## src/rtl/fifo_sync_4.sv

```systemverilog
// -----------------------------------------------------------------------------
// fifo_sync_4
//   Four-entry synchronous FIFO. It stores WIDTH-bit words, keeps a registered
//   occupancy count, and produces the flow-control flags and the one-cycle
//   push/pop strobes used by the downstream occupancy-counting stage.
//
// Ports
//   clk          in   1      rising-edge clock
//   rst          in   1      synchronous active-high reset
//   wr_en        in   1      write request
//   wr_data      in   WIDTH  write data, captured when a write is accepted
//   rd_en        in   1      read request
//   rd_data      out  WIDTH  registered read data (holds when no pop)
//   rd_valid     out  1      one-cycle pulse: rd_data holds a newly popped word
//   count        out  3      occupancy 0..4
//   empty        out  1      count == 0
//   full         out  1      count == 4
//   almost_full  out  1      count == 3
//   almost_empty out  1      count == 1
//   push         out  1      a write was accepted on the previous edge
//   pop          out  1      a read was accepted on the previous edge
//   overflow     out  1      sticky: write requested while full
//   underflow    out  1      sticky: read requested while empty
// -----------------------------------------------------------------------------
module fifo_sync_4 #(
   parameter int WIDTH = 8
) (
   input  logic             clk,
   input  logic             rst,
   input  logic             wr_en,
   input  logic [WIDTH-1:0] wr_data,
   input  logic             rd_en,
   output logic [WIDTH-1:0] rd_data,
   output logic             rd_valid,
   output logic [2:0]       count,
   output logic             empty,
   output logic             full,
   output logic             almost_full,
   output logic             almost_empty,
   output logic             push,
   output logic             pop,
   output logic             overflow,
   output logic             underflow
);

   // Storage and pointers. The pointers are plain 2-bit counters that wrap
   // naturally; occupancy is tracked separately so full/empty never depend on
   // pointer comparison.
   logic [WIDTH-1:0] mem_r [0:3];
   logic [1:0]       wr_ptr_r;
   logic [1:0]       rd_ptr_r;
   logic [2:0]       count_r;
   logic [2:0]       count_next_s;

   // Output registers.
   logic [WIDTH-1:0] rd_data_r;
   logic             rd_valid_r;
   logic             empty_r;
   logic             full_r;
   logic             almost_full_r;
   logic             almost_empty_r;
   logic             push_r;
   logic             pop_r;
   logic             overflow_r;
   logic             underflow_r;

   // Accept decisions, made only from registered state.
   logic             wr_acc_s;
   logic             rd_acc_s;
   logic             wr_rej_s;
   logic             rd_rej_s;

   // Accept/reject decode from the current registered flags.
   always_comb begin
      wr_acc_s = wr_en & ~full_r;
      rd_acc_s = rd_en & ~empty_r;
      wr_rej_s = wr_en & full_r;
      rd_rej_s = rd_en & empty_r;
   end

   // Next occupancy: simultaneous accepted write and read cancel out.
   always_comb begin
      count_next_s = count_r;
      case ({wr_acc_s, rd_acc_s})
         2'b10:   count_next_s = count_r + 3'd1;
         2'b01:   count_next_s = count_r - 3'd1;
         2'b11:   count_next_s = count_r;
         default: count_next_s = count_r;
      endcase
   end

   // Storage write port. Contents are don't-care after reset, so no reset here.
   always_ff @(posedge clk) begin
      if (wr_acc_s && !rst) begin
         mem_r[wr_ptr_r] <= wr_data;
      end
   end

   // Pointers, count, read data and all status registers.
   // Flags are registered from the next count, which makes them change in the
   // cycle after the accepting edge, exactly like a decode of count itself.
   always_ff @(posedge clk) begin
      if (rst) begin
         wr_ptr_r       <= 2'd0;
         rd_ptr_r       <= 2'd0;
         count_r        <= 3'd0;
         rd_data_r      <= {WIDTH{1'b0}};
         rd_valid_r     <= 1'b0;
         empty_r        <= 1'b1;
         full_r         <= 1'b0;
         almost_full_r  <= 1'b0;
         almost_empty_r <= 1'b0;
         push_r         <= 1'b0;
         pop_r          <= 1'b0;
         overflow_r     <= 1'b0;
         underflow_r    <= 1'b0;
      end else begin
         if (wr_acc_s) begin
            wr_ptr_r <= wr_ptr_r + 2'd1;
         end
         // Reading the slot being written cannot happen: with 0<count<4 the
         // pointers differ, and at count 0 the read is rejected (no bypass).
         if (rd_acc_s) begin
            rd_ptr_r   <= rd_ptr_r + 2'd1;
            rd_data_r  <= mem_r[rd_ptr_r];
            rd_valid_r <= 1'b1;
         end else begin
            rd_valid_r <= 1'b0;
         end
         count_r        <= count_next_s;
         empty_r        <= (count_next_s == 3'd0);
         full_r         <= (count_next_s == 3'd4);
         almost_full_r  <= (count_next_s == 3'd3);
         almost_empty_r <= (count_next_s == 3'd1);
         push_r         <= wr_acc_s;
         pop_r          <= rd_acc_s;
         overflow_r     <= overflow_r | wr_rej_s;
         underflow_r    <= underflow_r | rd_rej_s;
      end
   end

   assign rd_data      = rd_data_r;
   assign rd_valid     = rd_valid_r;
   assign count        = count_r;
   assign empty        = empty_r;
   assign full         = full_r;
   assign almost_full  = almost_full_r;
   assign almost_empty = almost_empty_r;
   assign push         = push_r;
   assign pop          = pop_r;
   assign overflow     = overflow_r;
   assign underflow    = underflow_r;

endmodule

```

## config.mk

```make
export PLATFORM = sky130hd
export DESIGN_NAME = fifo_sync_4
export DESIGN_NICKNAME = d
export VERILOG_FILES = /design/src/rtl/fifo_sync_4.sv
export SDC_FILE = /design/constraint.sdc
export NUM_CORES = 1
export LEC_CHECK = 0
export CORE_MARGIN = 2
export CORE_UTILIZATION = 25
export CTS_CLUSTER_SIZE = 40
export DETAILED_ROUTE_END_ITERATION = 10
export MAX_ROUTING_LAYER = met4
export PLACE_DENSITY_LB_ADDON = 0.1
export RECOVER_POWER = 50
export SKIP_CTS_REPAIR_TIMING = 1
export SLEW_MARGIN = 10
export SYNTH_ARGS = -nofsm -noshare
export SYNTH_HDL_FRONTEND = slang
export SYNTH_SLANG_ARGS = --single-unit
```

## constraint.sdc

```tcl
create_clock -name clk -period 2.4 [get_ports clk]
set_input_delay 0.24 -clock clk [delete_from_list [all_inputs] [get_ports clk]]
set_output_delay 0.24 -clock clk [all_outputs]
set_load 0.03 [all_outputs]
```

Word-level counts from Yosys, hierarchy flattened

Memory sizes are Yosys's and may differ from the RTL's. A register that Yosys moved wholly into a read port is not among the register bits.
Index checks and enable logic that the tools add are counted.

Output and inout bits: 20
Bits of input ports: 12
Word-level logic and storage cells: 37
Flip-flop bits (word level): 16
Memory bits (writable): 32
Memories: 1

Muxes and demuxes: 4
$add $sub $neg: 4
Reduce and logical (&&, ||, !) cells: 3
Bitwise logic cells: 8
Eq/ne operators: 5

Memories:

| name  | depth | bits a word | read ports | clocked after memory_dff | wr ports | line | text |
|---|---|---|---|---|---|---|---|
| mem_r | 4     | 8           | 1          | 1                        | 1        | 49   | `logic [WIDTH-1:0] mem_r [0:3];` |

Operators by type and width:

| cell                                                 | number |
|---|---|
| one-hot mux 3 bit (2 select lines)                   | 1 |
| adder 2 x 1 -> 2 bit (second input constant)         | 2 |
| AND 1 bit                                            | 4 |
| adder 3 x 1 -> 3 bit (second input constant)         | 1 |
| equality test 3 x 1 -> 1 bit (second input constant) | 1 |
| equality test 3 x 2 -> 1 bit (second input constant) | 1 |
| equality test 3 bit (second input constant)          | 1 |
| zero test 3 bit                                      | 1 |
| 2-to-1 mux 1 bit                                     | 3 |
| subtractor 3 x 1 -> 3 bit (second input constant)    | 1 |
| equality test 2 x 1 -> 1 bit (second input constant) | 1 |
| equality test 2 bit (second input constant)          | 1 |
| NOT 1 bit                                            | 2 |
| OR 1 bit                                             | 2 |
| logical AND 1 bit                                    | 1 |
| zero test 1 bit                                      | 1 |

Logic depth before layout (Yosys ltp)

Word-level depth: 5
Mapped depth: 9

Least setup slack after synthesis

No wires, ideal clock.

Path type: reg-to-reg
Start point: register empty_r (netlist: empty)
End point: register empty_r (netlist: empty)
Library setup time: 0.115 ns
Buffers on the path: 1
Setup slack: 0.073 ns
Stages on the path, launching flop included: 10
Arrival time: 2.211 ns
Path through: dfxtp_1 > nand2b_1 > buf_2 > inv_2 > ha_1 > inv_1 > fa_1 > xor2_1 > or3_4 > a31o_1

Longest elaborated chain between the ends: 5
Elaborated cells on any way between the ends: 6
Classes of those cells: eq/ne: 2; mux: 1; bitwise: 2; reduce/logical: 1

Ends and longest elaborated chain:

| element                                                             | line | text |
|---|---|---|
| from (decl)                                                         | 58   | `logic empty_r;` |
| from (signal assigned)                                              | 131  | `empty_r <= (count_next_s == 3'd0);` |
| NOT 1 bit *                                                         | 76   | `rd_acc_s = rd_en & ~empty_r;` |
| AND 1 bit *                                                         | 76   |  |
| net rd_acc_s                                                        | 69   | `logic rd_acc_s;` |
| equality test 2 x 1 -> 1 bit or equality test 2 bit (tied branches) | 84   | `case ({wr_acc_s, rd_acc_s})` |
| one-hot mux 3 bit (2 select lines) *                                | 84   |  |
| zero test 3 bit *                                                   | 131  |  |

The timed path passes the listed nets; every way through them passes the cells marked *.
A chain may end at the register's enable or synchronous reset.

Final worst setup path

Start point: register full_r (netlist: full)
End point: register full_r (netlist: full)

Longest elaborated chain between the ends: 5
Elaborated cells on any way between the ends: 6
Classes of those cells: eq/ne: 3; mux: 1; bitwise: 2

Ends and longest elaborated chain:

| element                                                             | line | text |
|---|---|---|
| from (decl)                                                         | 59   | `logic full_r;` |
| from (signal assigned)                                              | 132  | `full_r <= (count_next_s == 3'd4);` |
| NOT 1 bit *                                                         | 75   | `wr_acc_s = wr_en & ~full_r;` |
| AND 1 bit *                                                         | 75   |  |
| equality test 2 x 1 -> 1 bit or equality test 2 bit (tied branches) | 84   |  |
| one-hot mux 3 bit (2 select lines) *                                | 84   |  |
| equality test 3 bit *                                               | 132  |  |

Every way passes the cells marked *; elsewhere a longest branch is shown, timed or not.

==> impl_metrics.tcl <==
set metrics [dict create \
    antenna_cells 0 \
    initial_utilization 0.2598 \
    busiest_layer "met2" \
    clk_pin_slew_ns 0.10 \
    critPathArrivalTime_ns 2.33 \
    synth-edff-count 32 \
    post-route-util 0.3279 \
    cp_top_family "adder cells" \
    synth-main-ff-cell "edfxtp_1" \
    placedCellCount 290 \
    vias_per_cell 4.322 \
    rsz0062_at_grt "no" \
    hold_ws_ns 0.4598 \
    grt_pass1_vias 1442 \
    ys_ff_latch 55 \
    root_buffer "clkbuf_8" \
    powerDensity_nw_per_um2 868.3 \
    ys_seq_area_frac 0.6624 \
    worstPathMaxFanout 3 \
    holdCritPathClass "flop to flop" \
    gr-usage-met1 0.1230 \
    routed_wl_mm 4.494 \
    first_pass_iters 4 \
    area_growth_pct 26.18 \
    min_period_ns 2.114 \
    dpl_cell_area_um2 2623 \
    fillers 833 \
    seq_area_um2 1421 \
    drt_first_iter_violations 52 \
    final_antenna_net_count 0 \
    grt_overflow 0 \
    antenna_found_initial 0 \
    worst_pin_slew_ns 1.114 \
    cts_buffers 5 \
    hpwl_mm 3.151 \
    fin_nets 210 \
    syn_area_per_cell_um2 14.31 \
    setup_tns_ns 0 \
    routed-via-count 1288 \
    portBuffers 31 \
    cpPeakStageDelay_ns 0.41 \
    path_class "flop to flop" \
    irDropWorstVdd_uv 246.5 \
    use_met3 0.02890 \
    die_w_um 96.65 \
    finalSetupViolations 0 \
    fin_cells 298 \
    gp_congestion 0.8304 \
    crit_buf_inv 2 \
    hold_viol_final 0 \
    routedWlPerCell_um 15.08 \
    clock_sinks 55 \
    rows 33 \
    outcome "finished clean" \
    multiInputGateArea_um2 646.9 \
    fmax_mhz 473.1 \
    die_area_um2 9340 \
    grt_use_met2 0.1800 \
    synth_nets 168 \
    worstPathCellList "and2b_1 > inv_1 > ha_1 > inv_1 > fa_1 > xor2_1 > or3_4 > a211oi_2" \
    grt_usage 0.1064 \
    stdcell_area_um2 2708 \
    cp-start-kind "flop" \
    clk_latency_ns 0.31 \
    ys_types 32 \
    end_kind "flop" \
    path_common_cell "inv_1" \
    core-area_um2 8258 \
    syn_inst 150 \
    cts.path.max_buffers 2 \
    async_reset_ff_frac 0 \
    crit_slowest_cell "fa_1" \
    grt_pass1_wl_mm 7.445 \
    drv_cap 0 \
    htree_levels 2 \
    leakage_nw 0.9649 \
    io-pin-count 32 \
    grt_max_degree 23 \
    drc 0 \
    cp.required_ns 2.62 \
    synth_warnings 0 \
    relSlewSlack 0.2573 \
    timing.final.crit_share 0.8808 \
    skew_ns 0.01264 \
    slew_violations 0 \
    synthesis.area_um2 2146 \
    final_layout_size_suffix_gt1_frac 0.1399 \
    cts_tree "yes" \
    die_h_um 96.65 \
]
[synth_stat cells (2+ instances only)]
cell type   n  area share
edfxtp_1   32        0.45
dfxtp_1    23        0.21
nand2_1    19       0.033
a21oi_1    12       0.028
nor2_1      9       0.016
mux4_2      8       0.084
inv_1       7       0.012
ha_1        5       0.029
and2_1      4       0.012
xor2_1      3       0.012
buf_2       2      0.0047
buf_6       2       0.010
clkbuf_1    2      0.0035
nand2b_1    2      0.0058
nor3_1      2      0.0047
xnor2_1     2      0.0082
[flip-flops by register name, indices dropped and copies added, names as in the netlist]
| name | cells |
|---|---|
| mem_r | 32 |
| rd_data | 8 |
| count | 3 |
| rd_ptr_r | 2 |
| wr_ptr_r | 2 |
| almost_empty | 1 |
| almost_full | 1 |
| empty | 1 |
| full | 1 |
| overflow | 1 |
| push | 1 |
| rd_valid | 1 |
| underflow | 1 |
[area by class of cell]
cell class,instances,area share
Sequential cell,55,0.5250
Clock inverter,2,0.003697
Inverter,8,0.01109
Timing Repair Buffer,42,0.1423
Tap cell,105,0.04852
Clock buffer,6,0.03050
Multi-Input combinational cell,80,0.2389
[metrics by stage]
| step | power [mW] | setup slack (ns) |
|---|---|---|
| after floorplan | 1.632 | 0.07322 |
| after global placement | 1.862 | 0.05902 |
| after detailed placement | 1.876 | -0.01483 |
| after CTS | 2.411 | 0.2794 |
| after global routing | 2.504 | 0.1781 |
| final | 2.351 | 0.2862 |
[path summary, 6_finish.rpt]
path | from | cells past startpoint | to | slack (ns)
hold reg to reg | rd_data[7]$_SDFFE_PP0P_ | 2 | rd_data[7]$_SDFFE_PP0P_ | 0.46
setup reg to reg | full$_SDFF_PP0_ | 8 | full$_SDFF_PP0_ | 0.29
hold / removal | rd_data[7]$_SDFFE_PP0P_ | 2 | rd_data[7]$_SDFFE_PP0P_ | 0.46
setup / recovery | full$_SDFF_PP0_ | 8 | full$_SDFF_PP0_ | 0.29
[per-layer routing]
| metal | vias up | part of all wire |
|---|---|---|
| li1 | 617 | - |
| met1 | 640 | 0.44 |
| met2 | 27 | 0.51 |
| met3 | 4 | 0.034 |
| met4 | 0 | 0.012 |
| met5 | - | 0 |
[worst min-delay path: cells and delay by family (launching register included)]
| family | cells | cell delay, ns |
|---|---|---|
| flip-flops | 1 | 0.32 |
| AND/OR/NAND/NOR | 1 | 0.05 |
| AO/OA/AOI/OAI | 1 | 0.05 |
[power breakdown]
| part | switching (mW) | leakage (nW) | internal, mW |
|---|---|---|---|
| clock | 0.297 | 0.0492 | 0.232 |
| sequential | 0.0832 | 0.479 | 1.09 |
| combinational | 0.348 | 0.437 | 0.302 |
[placed cells by master, fill, tap and decap left out, types with 2 or more instances in the layout]
cell type	synthesis	final
clkbuf_8	0	6
dfxtp_1	23	23
nor3_1	2	2
ha_1	5	5
nor2_1	9	9
nand2b_1	2	2
mux4_2	8	8
nand2_1	19	19
edfxtp_1	32	32
clkdlybuf4s50_1	0	10
buf_4	1	9
xnor2_1	2	2
dlygate4sd3_1	0	21
a21oi_1	12	12
clkbuf_1	2	2
inv_1	7	7
xor2_1	3	3
and2_1	4	4
[cell families (layout without fill, tap and decap cells)]
| logic type | after synthesis | count (layout) | synth area share |
|---|---|---|---|
| AO/OA/AOI/OAI | 18 | 18 | 0.05015 |
| buffers and inverters | 15 | 58 | 0.03615 |
| AND/OR/NAND/NOR | 40 | 40 | 0.08746 |
| flip-flops | 55 | 55 | 0.6624 |
| adder cells (fa/ha/maj) | 6 | 6 | 0.03848 |
| XOR/XNOR | 6 | 6 | 0.03149 |
| multiplexers | 10 | 10 | 0.09388 |
No activity file was read; power rests on OpenSTA's default activity.
